[config.mk]
export PLATFORM = sky130hd
export DESIGN_NAME = uart_frame_parser_flat
export DESIGN_NICKNAME = d
export VERILOG_FILES = /design/src/rtl/uart_frame_pkg.sv /design/src/rtl/uart_frame_parser_if.sv /design/src/rtl/byte_timeout_timer.sv /design/src/rtl/uart_frame_parser.sv /design/src/flat_wrapper.sv
export SDC_FILE = /design/constraint.sdc
export NUM_CORES = 1
export LEC_CHECK = 0
export ABC_AREA = 1
export CAP_MARGIN = 30
export CELL_PAD_IN_SITES_DETAIL_PLACEMENT = 1
export CELL_PAD_IN_SITES_GLOBAL_PLACEMENT = 1
export CORE_MARGIN = 5
export CORE_UTILIZATION = 43
export CTS_BUF_LIST = sky130_fd_sc_hd__clkbuf_4 sky130_fd_sc_hd__clkbuf_8
export DETAILED_ROUTE_END_ITERATION = 8
export GPL_TIMING_DRIVEN = 0
export PLACE_DENSITY = 0.86
export SYNTH_ARGS = -nofsm -noshare
export SYNTH_HDL_FRONTEND = slang
export SYNTH_SLANG_ARGS = --single-unit
[constraint.sdc]
create_clock -name clk_in -period 2.18 [get_ports clk_in]
set_input_delay 0.327 -clock clk_in [delete_from_list [all_inputs] [get_ports clk_in]]
set_output_delay 0.327 -clock clk_in [all_outputs]
set_load 0.03 [all_outputs]
[src/rtl/uart_frame_pkg.sv]
// Shared types and constants for the UART frame parser and its timeout timer.
package uart_frame_pkg;

  typedef enum logic [1:0] {
    ST_IDLE        = 2'd0,
    ST_GET_LEN     = 2'd1,
    ST_GET_PAYLOAD = 2'd2,
    ST_GET_CHK     = 2'd3
  } frame_state_t;

  typedef enum logic [1:0] {
    ERR_NONE    = 2'd0,
    ERR_BAD_LEN = 2'd1,
    ERR_BAD_CHK = 2'd2,
    ERR_TIMEOUT = 2'd3
  } frame_err_t;

  localparam logic [7:0] SYNC_BYTE_DEFAULT = 8'hA5;

endpackage

[src/rtl/uart_frame_parser_if.sv]
// Byte stream in from uart_rx and payload/verdict stream out of the frame parser.
interface uart_frame_parser_if;
  // All strobes are single-cycle, no backpressure: a byte is accepted on every
  // cycle valid_in is high, and each output strobe is valid for exactly one cycle.
  logic [7:0] byte_in;
  logic       valid_in;
  logic [7:0] data_out;
  logic       data_valid_out;
  logic       data_last_out;
  logic [7:0] len_out;
  logic       frame_ok_out;
  logic       frame_err_out;
  logic [1:0] err_code_out;

  modport slave (
    input  byte_in, valid_in,
    output data_out, data_valid_out, data_last_out, len_out,
           frame_ok_out, frame_err_out, err_code_out
  );

  modport master (
    output byte_in, valid_in,
    input  data_out, data_valid_out, data_last_out, len_out,
           frame_ok_out, frame_err_out, err_code_out
  );
endinterface

[src/rtl/byte_timeout_timer.sv]
// Inter-byte idle counter; expired_out is high for the cycle the count sits at TIMEOUT_CYCLES.
module byte_timeout_timer #(
  parameter int TIMEOUT_CYCLES = 100_000
) (
  input  logic clk_in,
  input  logic rst_n_in,
  input  logic enable_in,
  input  logic kick_in,
  output logic expired_out
);
  localparam int CW = $clog2(TIMEOUT_CYCLES + 1);

  logic [CW-1:0] count_q, count_d;

  always_comb begin
    // A byte on the expiry cycle wins over the timeout.
    expired_out = enable_in && !kick_in && (count_q == CW'(TIMEOUT_CYCLES));
    count_d     = count_q + 1'b1;
    if (!enable_in || kick_in || expired_out) begin
      count_d = '0;
    end
  end

  always_ff @(posedge clk_in or negedge rst_n_in) begin
    if (!rst_n_in) begin
      count_q <= '0;
    end else begin
      count_q <= count_d;
    end
  end
endmodule

[src/rtl/uart_frame_parser.sv]
// Frames SYNC/LEN/payload/CHK from a uart_rx byte stream; payload is cut-through, one verdict per frame.
module uart_frame_parser
  import uart_frame_pkg::*;
#(
  parameter logic [7:0] SYNC_BYTE      = SYNC_BYTE_DEFAULT,
  parameter int         MAX_LEN        = 64,
  parameter int         TIMEOUT_CYCLES = 100_000
) (
  input  logic                 clk_in,
  input  logic                 rst_n_in,
  uart_frame_parser_if.slave   bus,
  output frame_state_t         state_dbg_out
);
  frame_state_t state_q, state_d;
  logic [7:0]   remaining_q, remaining_d;
  logic [7:0]   sum_q, sum_d;
  logic [7:0]   data_q, data_d;
  logic         data_valid_q, data_valid_d;
  logic         data_last_q, data_last_d;
  logic [7:0]   len_q, len_d;
  logic         ok_q, ok_d;
  logic         err_q, err_d;
  frame_err_t   err_code_q, err_code_d;
  logic [7:0]   sum_plus_byte;
  logic         expired;

  byte_timeout_timer #(.TIMEOUT_CYCLES(TIMEOUT_CYCLES)) u_timer (
    .clk_in      (clk_in),
    .rst_n_in    (rst_n_in),
    .enable_in   (state_q != ST_IDLE),
    .kick_in     (bus.valid_in),
    .expired_out (expired)
  );

  always_comb begin
    state_d       = state_q;
    remaining_d   = remaining_q;
    sum_d         = sum_q;
    data_d        = data_q;
    data_valid_d  = 1'b0;
    data_last_d   = 1'b0;
    len_d         = len_q;
    ok_d          = 1'b0;
    err_d         = 1'b0;
    err_code_d    = err_code_q;
    sum_plus_byte = sum_q + bus.byte_in;

    if (bus.valid_in) begin
      unique case (state_q)
        ST_IDLE: begin
          if (bus.byte_in == SYNC_BYTE) state_d = ST_GET_LEN;
        end
        ST_GET_LEN: begin
          // A rejected LEN byte is consumed; it is never reinterpreted as SYNC.
          if (bus.byte_in == 8'd0 || bus.byte_in > 8'(MAX_LEN)) begin
            err_d      = 1'b1;
            err_code_d = ERR_BAD_LEN;
            state_d    = ST_IDLE;
          end else begin
            len_d       = bus.byte_in;
            remaining_d = bus.byte_in;
            sum_d       = bus.byte_in;
            state_d     = ST_GET_PAYLOAD;
          end
        end
        ST_GET_PAYLOAD: begin
          data_d       = bus.byte_in;
          data_valid_d = 1'b1;
          sum_d        = sum_plus_byte;
          remaining_d  = remaining_q - 8'd1;
          if (remaining_q == 8'd1) begin
            data_last_d = 1'b1;
            state_d     = ST_GET_CHK;
          end
        end
        ST_GET_CHK: begin
          if (sum_plus_byte == 8'd0) begin
            ok_d = 1'b1;
          end else begin
            err_d      = 1'b1;
            err_code_d = ERR_BAD_CHK;
          end
          state_d = ST_IDLE;
        end
        default: state_d = ST_IDLE;
      endcase
    end else if (expired) begin
      err_d      = 1'b1;
      err_code_d = ERR_TIMEOUT;
      state_d    = ST_IDLE;
    end
  end

  always_ff @(posedge clk_in or negedge rst_n_in) begin
    if (!rst_n_in) begin
      state_q      <= ST_IDLE;
      remaining_q  <= '0;
      sum_q        <= '0;
      data_q       <= '0;
      data_valid_q <= 1'b0;
      data_last_q  <= 1'b0;
      len_q        <= '0;
      ok_q         <= 1'b0;
      err_q        <= 1'b0;
      err_code_q   <= ERR_NONE;
    end else begin
      state_q      <= state_d;
      remaining_q  <= remaining_d;
      sum_q        <= sum_d;
      data_q       <= data_d;
      data_valid_q <= data_valid_d;
      data_last_q  <= data_last_d;
      len_q        <= len_d;
      ok_q         <= ok_d;
      err_q        <= err_d;
      err_code_q   <= err_code_d;
    end
  end

  assign bus.data_out       = data_q;
  assign bus.data_valid_out = data_valid_q;
  assign bus.data_last_out  = data_last_q;
  assign bus.len_out        = len_q;
  assign bus.frame_ok_out   = ok_q;
  assign bus.frame_err_out  = err_q;
  assign bus.err_code_out   = err_code_q;
  assign state_dbg_out      = state_q;
endmodule

[src/flat_wrapper.sv]
// flat-port wrapper written by rule: the top's interface ports become plain ports
module uart_frame_parser_flat import uart_frame_pkg::*;
#(
  parameter logic [7:0] SYNC_BYTE      = SYNC_BYTE_DEFAULT,
  parameter int         MAX_LEN        = 64,
  parameter int         TIMEOUT_CYCLES = 100_000
)
  (clk_in, rst_n_in, state_dbg_out, bus_byte_in, bus_valid_in, bus_data_out, bus_data_valid_out, bus_data_last_out, bus_len_out, bus_frame_ok_out, bus_frame_err_out, bus_err_code_out);
  uart_frame_parser_if bus_i ();
  input  logic clk_in;
  input  logic rst_n_in;
  output frame_state_t state_dbg_out;
  input wire logic [$bits(bus_i.byte_in)-1:0] bus_byte_in;
  input wire logic [$bits(bus_i.valid_in)-1:0] bus_valid_in;
  output wire logic [$bits(bus_i.data_out)-1:0] bus_data_out;
  output wire logic [$bits(bus_i.data_valid_out)-1:0] bus_data_valid_out;
  output wire logic [$bits(bus_i.data_last_out)-1:0] bus_data_last_out;
  output wire logic [$bits(bus_i.len_out)-1:0] bus_len_out;
  output wire logic [$bits(bus_i.frame_ok_out)-1:0] bus_frame_ok_out;
  output wire logic [$bits(bus_i.frame_err_out)-1:0] bus_frame_err_out;
  output wire logic [$bits(bus_i.err_code_out)-1:0] bus_err_code_out;
  assign bus_i.byte_in = bus_byte_in;
  assign bus_i.valid_in = bus_valid_in;
  assign bus_data_out = bus_i.data_out;
  assign bus_data_valid_out = bus_i.data_valid_out;
  assign bus_data_last_out = bus_i.data_last_out;
  assign bus_len_out = bus_i.len_out;
  assign bus_frame_ok_out = bus_i.frame_ok_out;
  assign bus_frame_err_out = bus_i.frame_err_out;
  assign bus_err_code_out = bus_i.err_code_out;
  uart_frame_parser #(.SYNC_BYTE(SYNC_BYTE), .MAX_LEN(MAX_LEN), .TIMEOUT_CYCLES(TIMEOUT_CYCLES)) u_core (.clk_in(clk_in), .rst_n_in(rst_n_in), .bus(bus_i), .state_dbg_out(state_dbg_out));
endmodule
* Yosys cells after proc, flatten, opt, wreduce, memory -nomap -nowiden
Index checks and enable logic that the tools add are counted.
Widths: inputs -> output; s select.
** Word-level totals
- Register bits after elaboration :: 57
- RAM bits :: 0
- Logic and storage cells :: 74
- Latch bits :: 0
- Memories :: 0
- ROM bits :: 0
** Operators by class
- Reduce and logical (&&, ||, !) cells :: 18
- $add $sub $neg :: 3
- Eq/ne operators :: 12
- Multiplexer cells :: 28
- Divide/modulo/power cells :: 0
- Shift-type cells :: 0
- Bitwise operators :: 1
- Order comparisons :: 1
- Multiply operators :: 0
** Operators with widths (count)
- $pmux 8 s2 :: 2
- $mux 2 :: 9
- $add 17x1->17 const B :: 1
- $eq 17x17->1 const B :: 1
- $mux 17 :: 1
- $logic_not 8->1 :: 2
- $mux 1 :: 12
- $ne 3x2->1 const B :: 3
- $reduce_and 3->1 :: 3
- $add 8x8->8 :: 1
- $eq 8x1->1 const B :: 1
- $eq 8x8->1 const B :: 1
- $gt 8x7->1 const B :: 1
- $mux 8 :: 1
- $pmux 2 s4 :: 1
- $sub 8x1->8 const B :: 1
- $reduce_bool 2->1 :: 3
- $eq 2x2->1 const B :: 2
- $pmux 2 s2 :: 1
- $reduce_and 4->1 :: 1
- $logic_or 1x1->1 :: 3
- $ne 3x1->1 const B :: 1
- $ne 3x3->1 const B :: 1
- $eq 2x1->1 const B :: 1
- 7 further kinds :: 9

* Logic depth before layout (Yosys ltp)
- Word-level depth :: 5
- Mapped depth :: 15

* Modules after synthesis
Synthesis repeated with hierarchy kept, for this count alone.
** Second synthesis, totals
- Cells, all modules :: 439
- Area, all modules :: 3286.9 um^2
** By module, submodules not included
- uart_frame_parser :: seq. area each 1001.0 um^2, area each 2268.4 um^2, cells an instance 302, times used 1
- byte_timeout_timer :: seq. area each 425.4 um^2, area each 1018.5 um^2, cells an instance 137, times used 1

* Least setup slack after synthesis
No wires, ideal clock.
- Kind :: reg-to-reg
- Start :: register u_core.sum_q[0]
- End :: register u_core.err_code_q[1] (netlist: u_core.bus.err_code_out[1])
- Arrival time :: 1.616 ns
- Period minus slack after synthesis :: 1.735 ns
- Slack :: 0.445 ns
- Library setup time :: 0.119 ns
- Data required time :: 2.061 ns
- Stages on the path, launching flop included :: 14
- Path through :: dfrtp_1 ha_1 inv_1 fa_1 inv_1 nand2_1 nand2_1 nand3_1 nand3_1 nand2_1 nor2_1 nand3_1 nand3_1 nand2_1
** On the way
- Longest elaborated chain between the ends :: 4
** RTL lines
- start: declaration :: line uart_frame_parser.sv:16 : logic [7:0] sum_q, sum_d;
- start signal: assignment :: line uart_frame_parser.sv:109 : sum_q <= sum_d;
- $add 8x8->8 :: line uart_frame_parser.sv:46 : sum_plus_byte = sum_q + bus.byte_in;
- $logic_not 8->1 :: line uart_frame_parser.sv:77 : if (sum_plus_byte == 8'd0) begin
- $ne 3x3->1 (no source line)
- $reduce_and 4->1 (no source line)
- end signal: assignment :: line uart_frame_parser.sv:116 : err_code_q <= err_code_d;
- end: declaration :: line uart_frame_parser.sv:23 : frame_err_t err_code_q, err_code_d;
No other way between the ends.
A chain may end at the register's enable or synchronous reset.

* Worst setup path in the final report
Ends and elaborated chain as after synthesis.

==> flow_metrics.env <==
export IMPL_outcome="finished with violations"
export IMPL_violations="negative hold slack"
export IMPL_core_area_sq_um=7180
export IMPL_initial_utilization=0.436
export IMPL_cts_tree="done"
export IMPL_synth_top_area_frac=0.455
export IMPL_vias_per_cell=5.22
export IMPL_max_freq_mhz=498
export IMPL_setup_violations_final=0
export IMPL_p_sw_w=0.00229
export IMPL_powerDensity_nw_per_um2=1340
export IMPL_num_rows=31
export IMPL_hold_class="input pin to asynchronous set/reset pin"
export IMPL_dieArea_sq_um=9090
export IMPL_grt_antenna_before_repair=0
export IMPL_syn_nets=430
export IMPL_clock_skew_ns=0.0104
export IMPL_num_io_pins=35
export IMPL_fin_nets=476
export IMPL_grt_start_max_net_pins=32
export IMPL_cts_buffers=9
export IMPL_total_power_w=0.00518
export IMPL_crit_type="flop to flop"
export IMPL_synthTopCellsByCount="nand2_1 (103), dfrtp_1 (57), nor2_1 (56), inv_1 (52), nand3_1 (25)"
export IMPL_cp_start_kind="flop"
export IMPL_cts_hold_buf=0
export IMPL_yosys_top_cells_area="dfrtp_1 (46%), nand2_1 (12%), nor2_1 (6.7%)"
export IMPL_fin_util=0.538
export IMPL_clock_latency_ns=0.35
export IMPL_yosys_area_top_type="dfrtp_1"
export IMPL_synthFlopType="dfrtp_1"
export IMPL_grt_pass1_wl_um=15300
export IMPL_cts_buffer_depth=2
export IMPL_async_reset_ff_frac=1.00
export IMPL_crit_required_ns=2.41
export IMPL_yosys_warnings=0
export IMPL_ys_types=34
export IMPL_dp_hpwl_um=6680
export IMPL_post_cts_setup_buffers=0
export IMPL_arrival_ns=2.24
export IMPL_synth_area_per_cell_sq_um=7.69
export IMPL_p_comb_frac=0.477
export IMPL_diodes=0
export IMPL_drc=0
export IMPL_sw_frac_of_total=0.442
export IMPL_max_slew_worst_pin_slew_ns=0.649
export IMPL_path_clk_slew_ns=0.08
export IMPL_hold_viol=1
export IMPL_wl_per_cell_um=16.2
export IMPL_rsz0062_at_grt="false"
export IMPL_grt_pass1_vias=3236
export IMPL_p_clk_frac=0.205
export IMPL_cp_end_kind="flop"
export IMPL_finalWeightedCongestion=0.833
export IMPL_netlist_area_sq_um=3130
export IMPL_drt_first_pass_iters=4
export IMPL_overflow=0
export IMPL_synth_edf_count=0
export IMPL_wirelength_um=9020
export IMPL_min_period_ns=2.01
export IMPL_slew_viol_final=0
export IMPL_cts_max_level=3
export IMPL_cp_max_fo=2
export IMPL_r2r_slack_ns=0.17
export IMPL_cap_violations=0
export IMPL_fin_hold_ws_ns=-0.000913
export IMPL_yosysSeqAreaShare=0.455
export IMPL_cts_sinks=57
export IMPL_synth_most_common_cell="nand2_1"
export IMPL_drive_gt1_frac=0.103
export IMPL_p_leak_nw=1.81
export IMPL_internal_power_w=0.00289
export IMPL_track_usage=0.220
export IMPL_chipWidth_um=95.3
export IMPL_maxSlewHeadroom=0.567
export IMPL_portBuffers=34
export IMPL_ant_nets=0
export IMPL_fill_cells=905
export IMPL_multiInputGateArea_sq_um=1500
export IMPL_ff_latch_area_sq_um=1430
export IMPL_cts_root_buf="clkbuf_8"
export IMPL_vias=2908
export IMPL_drt_iter0_drc=117
export IMPL_syn_inst=407
export IMPL_area_growth_pct=23.3
export IMPL_die_h_um=95.3
export IMPL_ys_ff_latch=57
export IMPL_vdd_drop_max_v=0.000595
export IMPL_finalCritPeriodShare=0.921
export IMPL_seqPwrFrac=0.318
area by class of cell:
type	instances	share of cell area
buffer	8	0.0117
clock buffer	11	0.0376
clock inverter	5	0.0165
inverter	54	0.0525
multi-input combinational	288	0.389
sequential	57	0.369
tap	99	0.0321
timing repair buffer	35	0.0917
power groups by stage:
stage / clock (W) / sequential [W] / combinational [W]
5_1_grt: 0.00113 / 0.00170 / 0.00274
4_1_cts: 0.00106 / 0.00165 / 0.00243
6_report: 0.00106 / 0.00165 / 0.00247
3_3_place_gp: 0 / 0.00164 / 0.00230
3_5_place_dp: 0 / 0.00166 / 0.00240
2_1_floorplan: 0 / 0.00196 / 0.00124
sequential cells by signal (all words and copies together), names as in the netlist:
signal	cells
u_core.sum_q	8
u_core.bus.data_last_out	1
u_core.bus.data_out	8
u_core.remaining_q	8
u_core.u_timer.count_q	17
u_core.bus.err_code_out	2
u_core.state_dbg_out	2
u_core.bus.len_out	8
u_core.bus.frame_ok_out	1
u_core.bus.frame_err_out	1
u_core.bus.data_valid_out	1
path summary, 6_finish.rpt:
check,startpoint,end,depth (start not counted)
worst max-delay path,u_core.sum_q[0],u_core.bus.err_code_out[1],13
worst min-delay path,rst_n_in,u_core.bus.len_out[7],1
worst max register to register,u_core.sum_q[0],u_core.bus.err_code_out[1],13
worst min register to register,u_core.bus.len_out[7],u_core.bus.len_out[7],2
max in group asynchronous,rst_n_in,u_core.bus.err_code_out[0],2
min in group clk_in,u_core.bus.len_out[7],u_core.bus.len_out[7],2
critical path: stages, from the launching register on:
cell and delay [ns]:
dfrtp_1 0.36, ha_2 0.19, inv_1 0.06, fa_2 0.39, inv_2 0.07, nand2_1 0.05, nand2_1 0.09, nand3_1 0.09
nand2_1 0.09, nand3_2 0.10, nor2_4 0.13, nand3_1 0.12, nand3_1 0.10, nand2_1 0.05
metal layers:
layer / wire, um / global-route usage
met5: 0 / 0
met1: 3750 / 0.249
met2: 4790 / 0.402
met4: 185 / 0.0793
met3: 288 / 0.0489
logic make-up after synthesis:
group,Yosys count,share of synthesized area
DFF,57,0.455
buffers and inverters,62,0.0791
AOI/OAI and AO/OA,50,0.0867
and+or+nand+nor,218,0.306
xor gates and xnor gates,8,0.0224
adders and majority gates,12,0.0503
per-stage QoR:
step | cells | setup slack, ns | hold WS, ns | setup TNS (ns) | cell area (sq um)
2_1_floorplan | 407 | 0.445 | 0.0314 | 0 | 3130
3_3_place_gp | 540 | -1.06 | 0.450 | -62.16 | 3600
3_5_place_dp | 541 | -0.537 | 0.387 | -2.81 | 3610
4_1_cts | 557 | 0.0314 | 0.00780 | 0 | 3820
5_1_grt | 557 | 0.00287 | 0.0469 | 0 | 3860
6_report | 557 | 0.172 | -0.000913 | 0 | 3860
cell usage in the layout, fill, tap and decap left out, drive strengths merged:
cell type | synthesis | final
nand3 | 27 | 27
clkinv | 0 | 2
nor3 | 8 | 8
nand4 | 5 | 5
nor2 | 59 | 59
a31oi | 12 | 12
clkdlybuf4s15 | 0 | 1
clkbuf | 3 | 14
xnor2 | 3 | 3
clkdlybuf4s50 | 0 | 31
a21oi | 10 | 10
o21ai | 27 | 27
nor3b | 6 | 6
nand2 | 105 | 105
fa | 1 | 1
bufinv | 0 | 1
dlygate4sd2 | 0 | 1
xor2 | 5 | 5
and3 | 1 | 1
ha | 11 | 11
inv | 54 | 55
dfrtp | 57 | 57
nand3b | 1 | 1
and2 | 1 | 1
or2 | 2 | 2
clkinvlp | 0 | 1
buf | 5 | 7
nor4 | 3 | 3
o21a | 1 | 1
timing repair:
item | 4_1_cts | 5_1_grt
setup endpoints to repair | 5 | 4
gates cloned | 0 | 0
resized for setup | 3 | 12
pin swaps | 0 | 4
Power figures use the tool's default switching activity.
